--- src/rtl/zero_len_seq_gen.sv ---
// zero_len_seq_gen
//   Produces a/b/c traffic of the shape  a ##1 b[*N] ##1 c  with 0 <= N <= MAX_REP.
//   N = 0 yields a ##1 c (zero-length b repetition).
//   Optional responder (compile-time macro ZLSEQ_ACK_EN): answers req with ack
//   ACK_DLY cycles later, or combinationally when ACK_DLY = 0.
//   Reset is synchronous, active-low, and aborts any pattern in flight.
module zero_len_seq_gen #(
  parameter int CNT_W   = 4,
  parameter int MAX_REP = 8,
  parameter int ACK_DLY = 1
) (
  input  logic             clk,
  input  logic             rst_n,
  input  logic             start,
  input  logic [CNT_W-1:0] rep_cnt,
  output logic             a,
  output logic             b,
  output logic             c,
  output logic             busy,
  output logic             done,
  output logic             rep_clamped
`ifdef ZLSEQ_ACK_EN
  ,
  input  logic             req,
  output logic             ack
`endif
);

  // Elaboration-time guard: the counter must hold MAX_REP without wrapping.
  if ((MAX_REP < 0) || (ACK_DLY < 0) || (MAX_REP >= (32'sd1 <<< CNT_W))) begin : g_bad_params
    $error("zero_len_seq_gen: MAX_REP must fit in CNT_W bits and ACK_DLY must be >= 0");
  end

  typedef enum logic [1:0] {
    ST_IDLE = 2'd0,
    ST_A    = 2'd1,
    ST_B    = 2'd2,
    ST_C    = 2'd3
  } state_t;

  localparam logic [CNT_W-1:0] MAX_N    = CNT_W'(MAX_REP);
  localparam logic [CNT_W-1:0] CNT_ZERO = {CNT_W{1'b0}};
  localparam logic [CNT_W-1:0] CNT_ONE  = {{(CNT_W-1){1'b0}}, 1'b1};

  state_t           state;
  state_t           next_state;
  logic [CNT_W-1:0] n_lat;      // clamped N of the pattern in progress
  logic [CNT_W-1:0] cnt;        // remaining b cycles, loaded in A
  logic             accept;     // start taken this cycle (IDLE or C)
  logic             over;       // requested N exceeds MAX_REP
  logic [CNT_W-1:0] n_clamp;    // min(rep_cnt, MAX_REP)
  logic             a_d;
  logic             b_d;
  logic             c_d;
  logic             busy_d;
  logic             done_d;

  // Acceptance and clamping of an incoming request.
  always_comb begin
    over    = 1'b0;
    n_clamp = rep_cnt;
    accept  = 1'b0;
    if (rep_cnt > MAX_N) begin
      over    = 1'b1;
      n_clamp = MAX_N;
    end else begin
      over    = 1'b0;
      n_clamp = rep_cnt;
    end
    if (start && ((state == ST_IDLE) || (state == ST_C))) begin
      accept = 1'b1;
    end else begin
      accept = 1'b0;
    end
  end

  // FSM state register.
  always_ff @(posedge clk) begin
    if (!rst_n) begin
      state <= ST_IDLE;
    end else begin
      state <= next_state;
    end
  end

  // FSM next-state logic; start in A or B is deliberately dropped, not queued.
  always_comb begin
    next_state = state;
    case (state)
      ST_IDLE: begin
        if (start) begin
          next_state = ST_A;
        end else begin
          next_state = ST_IDLE;
        end
      end
      ST_A: begin
        if (n_lat == CNT_ZERO) begin
          next_state = ST_C;
        end else begin
          next_state = ST_B;
        end
      end
      ST_B: begin
        // cnt holds N on the first B cycle, so leaving at 1 gives exactly N cycles.
        if (cnt <= CNT_ONE) begin
          next_state = ST_C;
        end else begin
          next_state = ST_B;
        end
      end
      ST_C: begin
        if (start) begin
          next_state = ST_A;
        end else begin
          next_state = ST_IDLE;
        end
      end
      default: begin
        next_state = ST_IDLE;
      end
    endcase
  end

  // Latched N, repetition counter and sticky clamp flag.
  always_ff @(posedge clk) begin
    if (!rst_n) begin
      n_lat       <= CNT_ZERO;
      cnt         <= CNT_ZERO;
      rep_clamped <= 1'b0;
    end else begin
      if (accept) begin
        n_lat <= n_clamp;
        if (over) begin
          rep_clamped <= 1'b1;
        end
      end
      if (state == ST_A) begin
        cnt <= n_lat;
      end else if ((state == ST_B) && (cnt != CNT_ZERO)) begin
        cnt <= cnt - CNT_ONE;
      end
    end
  end

  // FSM output decode from the upcoming state, so the flops below present it in that state.
  always_comb begin
    a_d    = 1'b0;
    b_d    = 1'b0;
    c_d    = 1'b0;
    busy_d = 1'b0;
    done_d = 1'b0;
    case (next_state)
      ST_IDLE: begin
        busy_d = 1'b0;
      end
      ST_A: begin
        a_d    = 1'b1;
        busy_d = 1'b1;
      end
      ST_B: begin
        b_d    = 1'b1;
        busy_d = 1'b1;
      end
      ST_C: begin
        c_d    = 1'b1;
        done_d = 1'b1;
        busy_d = 1'b1;
      end
      default: begin
        busy_d = 1'b0;
      end
    endcase
  end

  // Output registers; reset drops everything, so an aborted pattern never shows c or done.
  always_ff @(posedge clk) begin
    if (!rst_n) begin
      a    <= 1'b0;
      b    <= 1'b0;
      c    <= 1'b0;
      busy <= 1'b0;
      done <= 1'b0;
    end else begin
      a    <= a_d;
      b    <= b_d;
      c    <= c_d;
      busy <= busy_d;
      done <= done_d;
    end
  end

`ifdef ZLSEQ_ACK_EN
  if (ACK_DLY == 0) begin : g_ack_comb
    // Same-cycle acknowledge, masked while reset is asserted.
    assign ack = req & rst_n;
  end else begin : g_ack_dly
    localparam int            DW       = $clog2(ACK_DLY + 1);
    localparam logic [DW-1:0] DLY_LOAD = DW'(ACK_DLY - 1);
    localparam logic [DW-1:0] DLY_ZERO = {DW{1'b0}};
    localparam logic [DW-1:0] DLY_ONE  = {{(DW-1){1'b0}}, 1'b1};

    logic [DW-1:0] dly;     // cycles left before the ack edge; zero means idle
    logic          arm;
    logic          ack_d;

    // A req only arms the responder while no countdown is pending.
    always_comb begin
      arm   = 1'b0;
      ack_d = 1'b0;
      if (req && (dly == DLY_ZERO)) begin
        arm = 1'b1;
      end else begin
        arm = 1'b0;
      end
      if (arm && (DLY_LOAD == DLY_ZERO)) begin
        ack_d = 1'b1;
      end else if (dly == DLY_ONE) begin
        ack_d = 1'b1;
      end else begin
        ack_d = 1'b0;
      end
    end

    // Countdown and registered ack pulse, independent of the pattern FSM.
    always_ff @(posedge clk) begin
      if (!rst_n) begin
        dly <= DLY_ZERO;
        ack <= 1'b0;
      end else begin
        ack <= ack_d;
        if (arm) begin
          dly <= DLY_LOAD;
        end else if (dly != DLY_ZERO) begin
          dly <= dly - DLY_ONE;
        end
      end
    end
  end
`else
  // Responder not built: no req/ack ports and no responder logic.
`endif

endmodule

--- config.mk ---
export PLATFORM = sky130hd
export DESIGN_NAME = zero_len_seq_gen
export DESIGN_NICKNAME = d
export VERILOG_FILES = /design/src/rtl/zero_len_seq_gen.sv
export SDC_FILE = /design/constraint.sdc
export NUM_CORES = 1
export LEC_CHECK = 0
export CELL_PAD_IN_SITES_DETAIL_PLACEMENT = 0
export CELL_PAD_IN_SITES_GLOBAL_PLACEMENT = 2
export CORE_ASPECT_RATIO = 1.1
export CORE_MARGIN = 1
export CORE_UTILIZATION = 31
export DETAILED_ROUTE_END_ITERATION = 8
export PLACE_DENSITY_LB_ADDON = 0.2
export SLEW_MARGIN = 5
export SYNTH_ARGS = -nofsm -noshare
export SYNTH_HDL_FRONTEND = slang
export SYNTH_SLANG_ARGS = --single-unit
export TNS_END_PERCENT = 5
--- constraint.sdc ---
create_clock -name clk -period 2.4 [get_ports clk]
set_input_delay 0.36 -clock clk [delete_from_list [all_inputs] [get_ports clk]]
set_output_delay 0.36 -clock clk [all_outputs]
set_load 0.02 [all_outputs]
==> results of run 1 <==
-- power breakdown --
part | leakage, nW | switching (W) | total (W) | internal [W]
Sequential | 0.123 | 0.0000441 | 0.000369 | 0.000325
Combinational | 0.197 | 0.000273 | 0.000481 | 0.000207
Clock | 0.0150 | 0.0000764 | 0.000141 | 0.0000644
Total | 0.335 | 0.000394 | 0.000990 | 0.000596
-- stage by stage --
stage | worst slack, ns | total power (W) | instance area (sq um) | hold WS, ns | instances
after detailed placement | 0.603 | 0.000858 | 857 | 0.459 | 119
after global routing | 0.695 | 0.00108 | 883 | 0.500 | 123
after global placement | 0.633 | 0.000862 | 857 | 0.460 | 119
after CTS | 0.789 | 0.00100 | 883 | 0.480 | 123
final | 0.797 | 0.000990 | 883 | 0.474 | 123
after floorplan | 0.921 | 0.000714 | 722 | 0.442 | 83
-- cell usage in the layout, fill, tap and decap left out, drive strengths merged --
master         instances
dfxtp                 15
o21a                   2
nor2                   6
clkbuf                 4
mux2i                  1
o41ai                  1
a31oi                  1
a2111o                 2
a211o                  1
ha                     5
and3                   1
o21ai                  4
inv                    9
nand4                  2
nand4b                 3
or3b                   2
nor3                   1
a21oi                  8
a21boi                 1
a211oi                 1
nand2                  7
nand3                  5
clkdlybuf4s50         12
nor4b                  1
-- critical path: cells and delay by family, from the launching register on --
| family | cells | cell delay, ns |
|---|---|---|
| AND/OR/NAND/NOR | 2 | 0.48 |
| AO/OA/AOI/OAI | 1 | 0.42 |
| flip-flops | 1 | 0.35 |
| adder cells (fa/ha/maj) | 1 | 0.20 |
| buffers and inverters | 1 | 0.11 |
-- routing by layer --
layer | vias to the layer above | track usage [%]
li1 | 317 | -
met1 | 284 | 18.0
met2 | 9 | 20.7
met3 | 2 | 3.10
met4 | 0 | 6.94
met5 | - | 0
-- area by class of cell --
class                           count  area (sq um)
Clock buffer                        4          26.3
Fill cell                         217          1220
Inverter                            9          33.8
Multi-Input combinational cell     55           368
Sequential cell                    15           300
Tap cell                           28          35.0
Timing Repair Buffer               12           120
-- sequential cells by signal (all words and copies together), names as in the netlist --
name and count:
cnt 4, n_lat 4, state 2, a 1, b 1, busy 1
done 1, rep_clamped 1
-- logic make-up (layout without fill, tap and decap cells) --
family                   Yosys count  after routing
buffers and inverters             13             25
AO/OA/AOI/OAI                     21             21
flip-flops                        15             15
multiplexers                       1              1
adder cells (fa/ha/maj)            5              5
AND/OR/NAND/NOR                   28             28
-- how the worst max path moves through the flow --
stage / cells after the start / start / slack, ns / endpoint
finish: 5 / cnt[0] / 0.80 / cnt[0]
global route: 5 / cnt[0] / 0.69 / cnt[0]
CTS: 5 / cnt[0] / 0.79 / cnt[0]
detailed placement: 4 / rst_n / 0.60 / cnt[0]
global placement: 4 / rst_n / 0.63 / cnt[0]
floorplan: 5 / cnt[0] / 0.92 / cnt[0]
==> impl_metrics.ini, run 1 <==
[setup_path]
crit_fanout = 4
endpoint_kind = flip-flop
crit_required_ns = 2.62
arrival_ns = 1.83
r2r-end = cnt[0]
cp_slowest_cell = a2111o_1
crit_chain = inv_1 > ha_1 > or3b_4 > a2111o_1 > nand3_1
rr_worst_depth = 5
worstSetupPathType = reg -> reg
critPathLaunchType = flip-flop
cpPeakStageDelay_ns = 0.42
reg2reg_slack_ns = 0.80
r2r_start = cnt[0]

[drt]
wl_per_cell_um = 11.4
first_pass_iters = 3
wl_met2_um = 682
wl_met1_um = 666
dr_wl_met3_um = 34
ant_nets = 0
top_layer = met4
drtIter0Drc = 9
vias_per_cell = 4.98
drc = 0
drt_wl_total_mm = 1.40
num_vias = 612

[job]
cap_violations = 0

[clocking]
clk_pin_slew_ns = 0.09
cts_buffers = 3
htreeDepth = 1
clockRootBuffer = clkbuf_4
post_cts_buffers = 0
cts.sinks = 15
clk_path_buf_depth = 2
worstSkewPairLatency_ns = 0.27
hold_buffers = 0
ctsResizeCount = 0
cts_tree = yes

[yosys]
synth_top_family_by_area = simple AND/OR/NAND/NOR gates
synth_xor_area_share_pct = 0
synth-edff-count = 0
synth.cell_area_sq_um = 722
synth_area_leaders = dfxtp_1 (42%), ha_1 (8.7%), a21oi_1 (5.5%)
synth.top_cell.area_share_pct = 41.6
synth_most_common_cell = dfxtp_1
synth_nets = 95
synth_compound_area_share_pct = 19.8
ys_seq_area_share_pct = 41.6
ys.warnings.count = 0
synth.distinct_cells = 26
syn_area_per_cell_sq_um = 8.70
yosys.area_share.simple_pct = 21.1
synthCells = 83
synth_flop_cell = dfxtp_1
yosys.area.top_type = dfxtp_1
synthTopCellsByCount = dfxtp_1 (15), inv_1 (9), a21oi_1 (8), nand2_1 (7), nor2_1 (6)
synth_seq_cells = 15
synth_mux_area_share_pct = 1.39
synth-adder-area-share_pct = 8.67
synth-async-reset-ratio_pct = 0

[worst_hold_path]
min_delay_path_depth = 1
min_to = rep_clamped
min-delay-start = rep_clamped
min_path_type = reg -> reg

[placement]
hpwl_mm = 1.10
gp_congestion = 0.730
port_buffers = 12

[timing]
fin_setup_tns_ns = 0
drv_slew = 0
hold_viol_final = 0
finalCritPeriodShare_pct = 66.8
fmax_ghz = 0.624
period_minus_slack_ns = 1.60
fin_worst_skew_ns = 0.000748
tightest_slew_ns = 0.583
rsz0062_at_grt = no
max-slew-margin-rel_pct = 60.6
setup_viol = 0

[global_route]
grt_start_max_net_pins = 11
track_usage_pct = 13.8
grt_pass1_vias = 556
antenna_found_initial = 0
grt_overflow_total = 0
grt_first_pass_wirelength_mm = 2.41

[die]
core-area_sq_mm = 0.00211
die_height_um = 52.6
die_area_sq_mm = 0.00253
start_util_pct = 34.3
rows = 17
ioPinCount = 13
die_w_um = 48.0

[power_and_ir_drop]
leakagePower_nw = 0.335
p_per_area_mw_per_mm2 = 1120
irDropWorstVdd_uv = 366

[finish]
nets = 108
area_delta_synth_final_pct = 22.4
drive_gt1_share_pct = 6.32
antenna_cells = 0
utilization_pct = 41.9

[outcome]
outcome = completed
Power figures use the tool's default switching activity.
==> inputs of run 2 (changes only) <==
--- a/config.mk
+++ b/config.mk
@@ -9,7 +9,7 @@
 export CELL_PAD_IN_SITES_GLOBAL_PLACEMENT = 2
 export CORE_ASPECT_RATIO = 1.1
 export CORE_MARGIN = 1
-export CORE_UTILIZATION = 31
+export CORE_UTILIZATION = 26
 export DETAILED_ROUTE_END_ITERATION = 8
 export PLACE_DENSITY_LB_ADDON = 0.2
 export SLEW_MARGIN = 5
==> constraint.sdc (replaced) <==
create_clock -name clk -period 1.34 [get_ports clk]
set_input_delay 0.201 -clock clk [delete_from_list [all_inputs] [get_ports clk]]
set_output_delay 0.201 -clock clk [all_outputs]
set_load 0.02 [all_outputs]
==> impl_metrics.ini, run 2 (synthesized netlist as in run 1, its figures left out) <==
[outcome]
outcome = complete, but fails checks
violations = setup timing

[setup_path]
critPathLaunchType = flip-flop
endpoint_kind = flip-flop
reg2reg_slack_ns = -0.08
arrival_ns = 1.64
crit_required_ns = 1.56
crit_fanout = 3
worstSetupPathType = reg -> reg

[timing]
hold_viol_final = 0
fin_setup_tns_ns = -0.167
hold_slack_ns = 0.477
fmax_ghz = 0.703
period_minus_slack_ns = 1.42
finalCritPeriodShare_pct = 106
drv_slew = 0
max-slew-margin-rel_pct = 74.8
fin_worst_skew_ns = 0.00656
rsz0062_at_grt = yes
setup_viol = 3
fin_ws_ns = -0.0826
tightest_slew_ns = 0.374

[drt]
vias_per_cell = 4.81
drtIter0Drc = 11
drt_wl_total_mm = 1.56
ant_nets = 0
num_vias = 659
wl_met1_um = 721
first_pass_iters = 4
dr_wl_met3_um = 54
wl_met2_um = 778
drc = 0
wl_per_cell_um = 11.4
top_layer = met4

[finish]
nets = 119
antenna_cells = 0
final_common_cell = dfxtp_1
area_delta_synth_final_pct = 41.8
utilization_pct = 39.9
reg.largest.list = cnt: 4 flops, n_lat: 4 flops, state: 2 flops
drive_gt1_share_pct = 29.2
design_area_sq_mm = 0.00102
layout_common_cells = dfxtp_1 (12), buf_4 (11), a21oi_1 (7), nand2_1 (7)

[die]
ioPinCount = 13
die_w_um = 52.2
rows = 19
start_util_pct = 28.1
core-area_sq_mm = 0.00257
die_height_um = 57.3
die_area_sq_mm = 0.00299

[global_route]
antenna_found_initial = 0
grt_pass1_vias = 621
track_usage_pct = 12.5
grt_start_max_net_pins = 10
grt_first_pass_wirelength_mm = 2.72
grt_overflow_total = 0

[power_and_ir_drop]
p_sw_w = 0.000787
p_per_area_mw_per_mm2 = 1980
p_clk_share_pct = 12.2
p_int_w = 0.00124
p_comb_share_pct = 54.5
irDropWorstVdd_uv = 885
total_power_w = 0.00203
p_seq_share_pct = 33.3
leakagePower_nw = 0.435
switching_share_pct = 38.8

[placement]
hpwl_mm = 1.27
gp_congestion = 0.702
port_buffers = 12
placed_area_sq_um = 960

[clocking]
clk_path_buf_depth = 2
hold_buffers = 0
cts_tree = yes
worstSkewPairLatency_ns = 0.27
cts_buffers = 3
clockRootBuffer = clkbuf_4
cts.sinks = 15
post_cts_buffers = 0
htreeDepth = 1
clk_pin_slew_ns = 0.09

[worst_hold_path]
min_path_type = reg -> reg

[job]
cap_violations = 0
-- run 2: per-layer routing --
metal | GRT usage [%] | vias to the layer above
met3 | 4.00 | 2
met1 | 16.0 | 306
li1 | - | 339
met2 | 19.6 | 12
met4 | 4.51 | 0
met5 | 0 | -
-- run 2: path summary, 6_finish.rpt --
| kind | to | from | cells after the start |
|---|---|---|---|
| worst min-delay path | rep_clamped | rep_clamped | 1 |
| worst min register to register | rep_clamped | rep_clamped | 1 |
| worst max-delay path | cnt[0] | cnt[1] | 5 |
| worst max register to register | cnt[0] | cnt[1] | 5 |
-- run 2: worst max-delay path: stages, from the launching register on --
cell,delay [ns]
dfxtp_2,0.33
inv_2,0.07
ha_4,0.13
or3b_4,0.38
a2111o_1,0.39
nand3_2,0.07
-- run 2: power groups by stage --
stage               combinational (W)  sequential (W)  clock [W]
floorplan                    0.000574        0.000727          0
global placement              0.00105        0.000669          0
detailed placement            0.00104        0.000671          0
CTS                           0.00106        0.000673   0.000259
global route                  0.00123        0.000697   0.000280
finish                        0.00110        0.000676   0.000248
-- run 2: layout make-up --
| type | count | area [sq um] |
|---|---|---|
| clock buffers | 4 | 26.3 |
| fillers | 275 | 1540 |
| inverters | 9 | 33.8 |
| multi-input cells | 55 | 425 |
| flip-flops and latches | 15 | 304 |
| well taps | 31 | 38.8 |
| repair buffers | 23 | 195 |
-- run 2: repair_timing --
action,CTS,global route
pin swaps,2,2
endpoints found under the setup margin,13,8
cloned,0,0
gates resized for setup,11,7
-- run 2: through the flow --
stage | cells | worst slack [ns]
floorplan | 83 | -0.0389
global placement | 133 | -0.0639
detailed placement | 133 | -0.0876
CTS | 137 | -0.0732
global route | 137 | -0.124
finish | 137 | -0.0826
==> inputs of run 3 (changes only) <==
--- a/config.mk
+++ b/config.mk
@@ -5,11 +5,9 @@
 export SDC_FILE = /design/constraint.sdc
 export NUM_CORES = 1
 export LEC_CHECK = 0
-export CELL_PAD_IN_SITES_DETAIL_PLACEMENT = 0
-export CELL_PAD_IN_SITES_GLOBAL_PLACEMENT = 2
 export CORE_ASPECT_RATIO = 1.1
 export CORE_MARGIN = 1
-export CORE_UTILIZATION = 26
+export CORE_UTILIZATION = 44
 export DETAILED_ROUTE_END_ITERATION = 8
 export PLACE_DENSITY_LB_ADDON = 0.2
 export SLEW_MARGIN = 5
==> impl_metrics.ini, run 3 (synthesized netlist as in run 1, its figures left out) <==
[outcome]
outcome = complete, but fails checks
violations = setup timing

[drt]
wl_per_cell_um = 12.6
drc = 0
first_pass_iters = 4
ant_nets = 0
wl_met1_um = 673
drt_wl_total_mm = 1.53
vias_per_cell = 5.56
dr_wl_met3_um = 41
drtIter0Drc = 10
top_layer = met4
wl_met2_um = 795
num_vias = 673

[finish]
area_delta_synth_final_pct = 38.1
reg.largest.list = cnt: 4 flops, n_lat: 4 flops, state: 2 flops
utilization_pct = 68.6
num-fill-cells = 135
seqCellArea_sq_um = 305
multi_input_area_sq_um = 420
drive_gt1_share_pct = 28.6
antenna_cells = 0
nets = 118
layout_common_cells = dfxtp_1 (11), buf_4 (10), a21oi_1 (8)
final_common_cell = dfxtp_1

[global_route]
grt_first_pass_wirelength_mm = 2.59
grt_overflow_total = 0
grt_pass1_vias = 640
antenna_found_initial = 0
track_usage_pct = 21.3
grt_start_max_net_pins = 11

[power_and_ir_drop]
p_int_w = 0.00122
p_comb_share_pct = 52.9
p_sw_w = 0.000810
p_seq_share_pct = 33.9
p_clk_share_pct = 13.2
switching_share_pct = 39.9
p_per_area_mw_per_mm2 = 2040
leakagePower_nw = 0.421
irDropWorstVdd_uv = 1040
total_power_w = 0.00203

[placement]
dpl_worst_slack_ns = -0.0914
port_buffers = 12
gp_congestion = 0.778
hpwl_mm = 1.16

[setup_path]
endpoint_kind = flip-flop
worstSetupPathType = reg -> reg
rr_worst_depth = 5
crit_fanout = 3
arrival_ns = 1.64
crit_required_ns = 1.56
critPathLaunchType = flip-flop

[timing]
fmax_ghz = 0.705
rsz0062_at_grt = yes
hold_viol_final = 0
fin_setup_tns_ns = -0.157
setup_viol = 3
fin_worst_skew_ns = 0.00620
period_minus_slack_ns = 1.42
hold_slack_ns = 0.474
drv_slew = 0
max-slew-margin-rel_pct = 68.4
finalCritPeriodShare_pct = 106
fin_ws_ns = -0.0782
tightest_slew_ns = 0.469

[worst_hold_path]
min_path_type = reg -> reg
min_delay_path_depth = 1

[clocking]
cts_tree = yes
clk_path_buf_depth = 2
worstSkewPairLatency_ns = 0.29
cts_buffers = 3
clk_pin_slew_ns = 0.10
clockRootBuffer = clkbuf_4
htreeDepth = 1
cts.sinks = 15

[die]
ioPinCount = 13
die_area_sq_mm = 0.00181
start_util_pct = 49.7
die_w_um = 40.6
die_height_um = 44.5
rows = 14
core-area_sq_mm = 0.00145

[job]
cap_violations = 0
[run 3: through the flow]
step,instance area [sq um],std cells
final,997,121
after floorplan,738,83
after CTS,985,121
after detailed placement,926,116
after global routing,997,121
after global placement,926,116
[run 3: path summary, 6_finish.rpt]
path | end | slack (ns) | startpoint
hold reg to reg | rep_clamped | 0.47 | rep_clamped
setup reg to reg | cnt[1] | -0.08 | cnt[1]
hold / removal | rep_clamped | 0.47 | rep_clamped
setup / recovery | cnt[1] | -0.08 | cnt[1]
[run 3: power by group through the flow]
stage	logic (W)	clock network (W)	registers (W)
after CTS	0.00105	0.000272	0.000680
after global placement	0.000976	0	0.000667
after floorplan	0.000574	0	0.000727
after detailed placement	0.00101	0	0.000674
after global routing	0.00119	0.000297	0.000710
final	0.00107	0.000268	0.000689
[run 3: timing repair]
action | 4_1_cts | 5_1_grt
endpoints found under the setup margin | 13 | 9
setup buffers | 1 | 0
resized for setup | 14 | 3
hold buffers | 0 | 0
pin swaps | 3 | 3
[run 3: worst max-delay path: stages (launching register included)]
cell and delay (ns):
dfxtp_2 0.34, inv_2 0.07, ha_4 0.12, or3b_4 0.38, a2111o_1 0.37, nand3_1 0.07
[run 3: final cells by class]
| type | count | area share (%) |
|---|---|---|
| Multi-Input combinational cell | 55 | 42.2 |
| Sequential cell | 15 | 30.6 |
| Timing Repair Buffer | 22 | 18.8 |
| Inverter | 9 | 3.39 |
| Clock buffer | 3 | 2.26 |
| Tap cell | 16 | 2.01 |
| Clock inverter | 1 | 0.753 |
[run 3: layer usage]
layer / up-vias / track usage [%]
met3: 2 / 4.52
li1: 339 / -
met4: 0 / 12.0
met1: 321 / 24.7
met2: 11 / 34.9
met5: - / 0
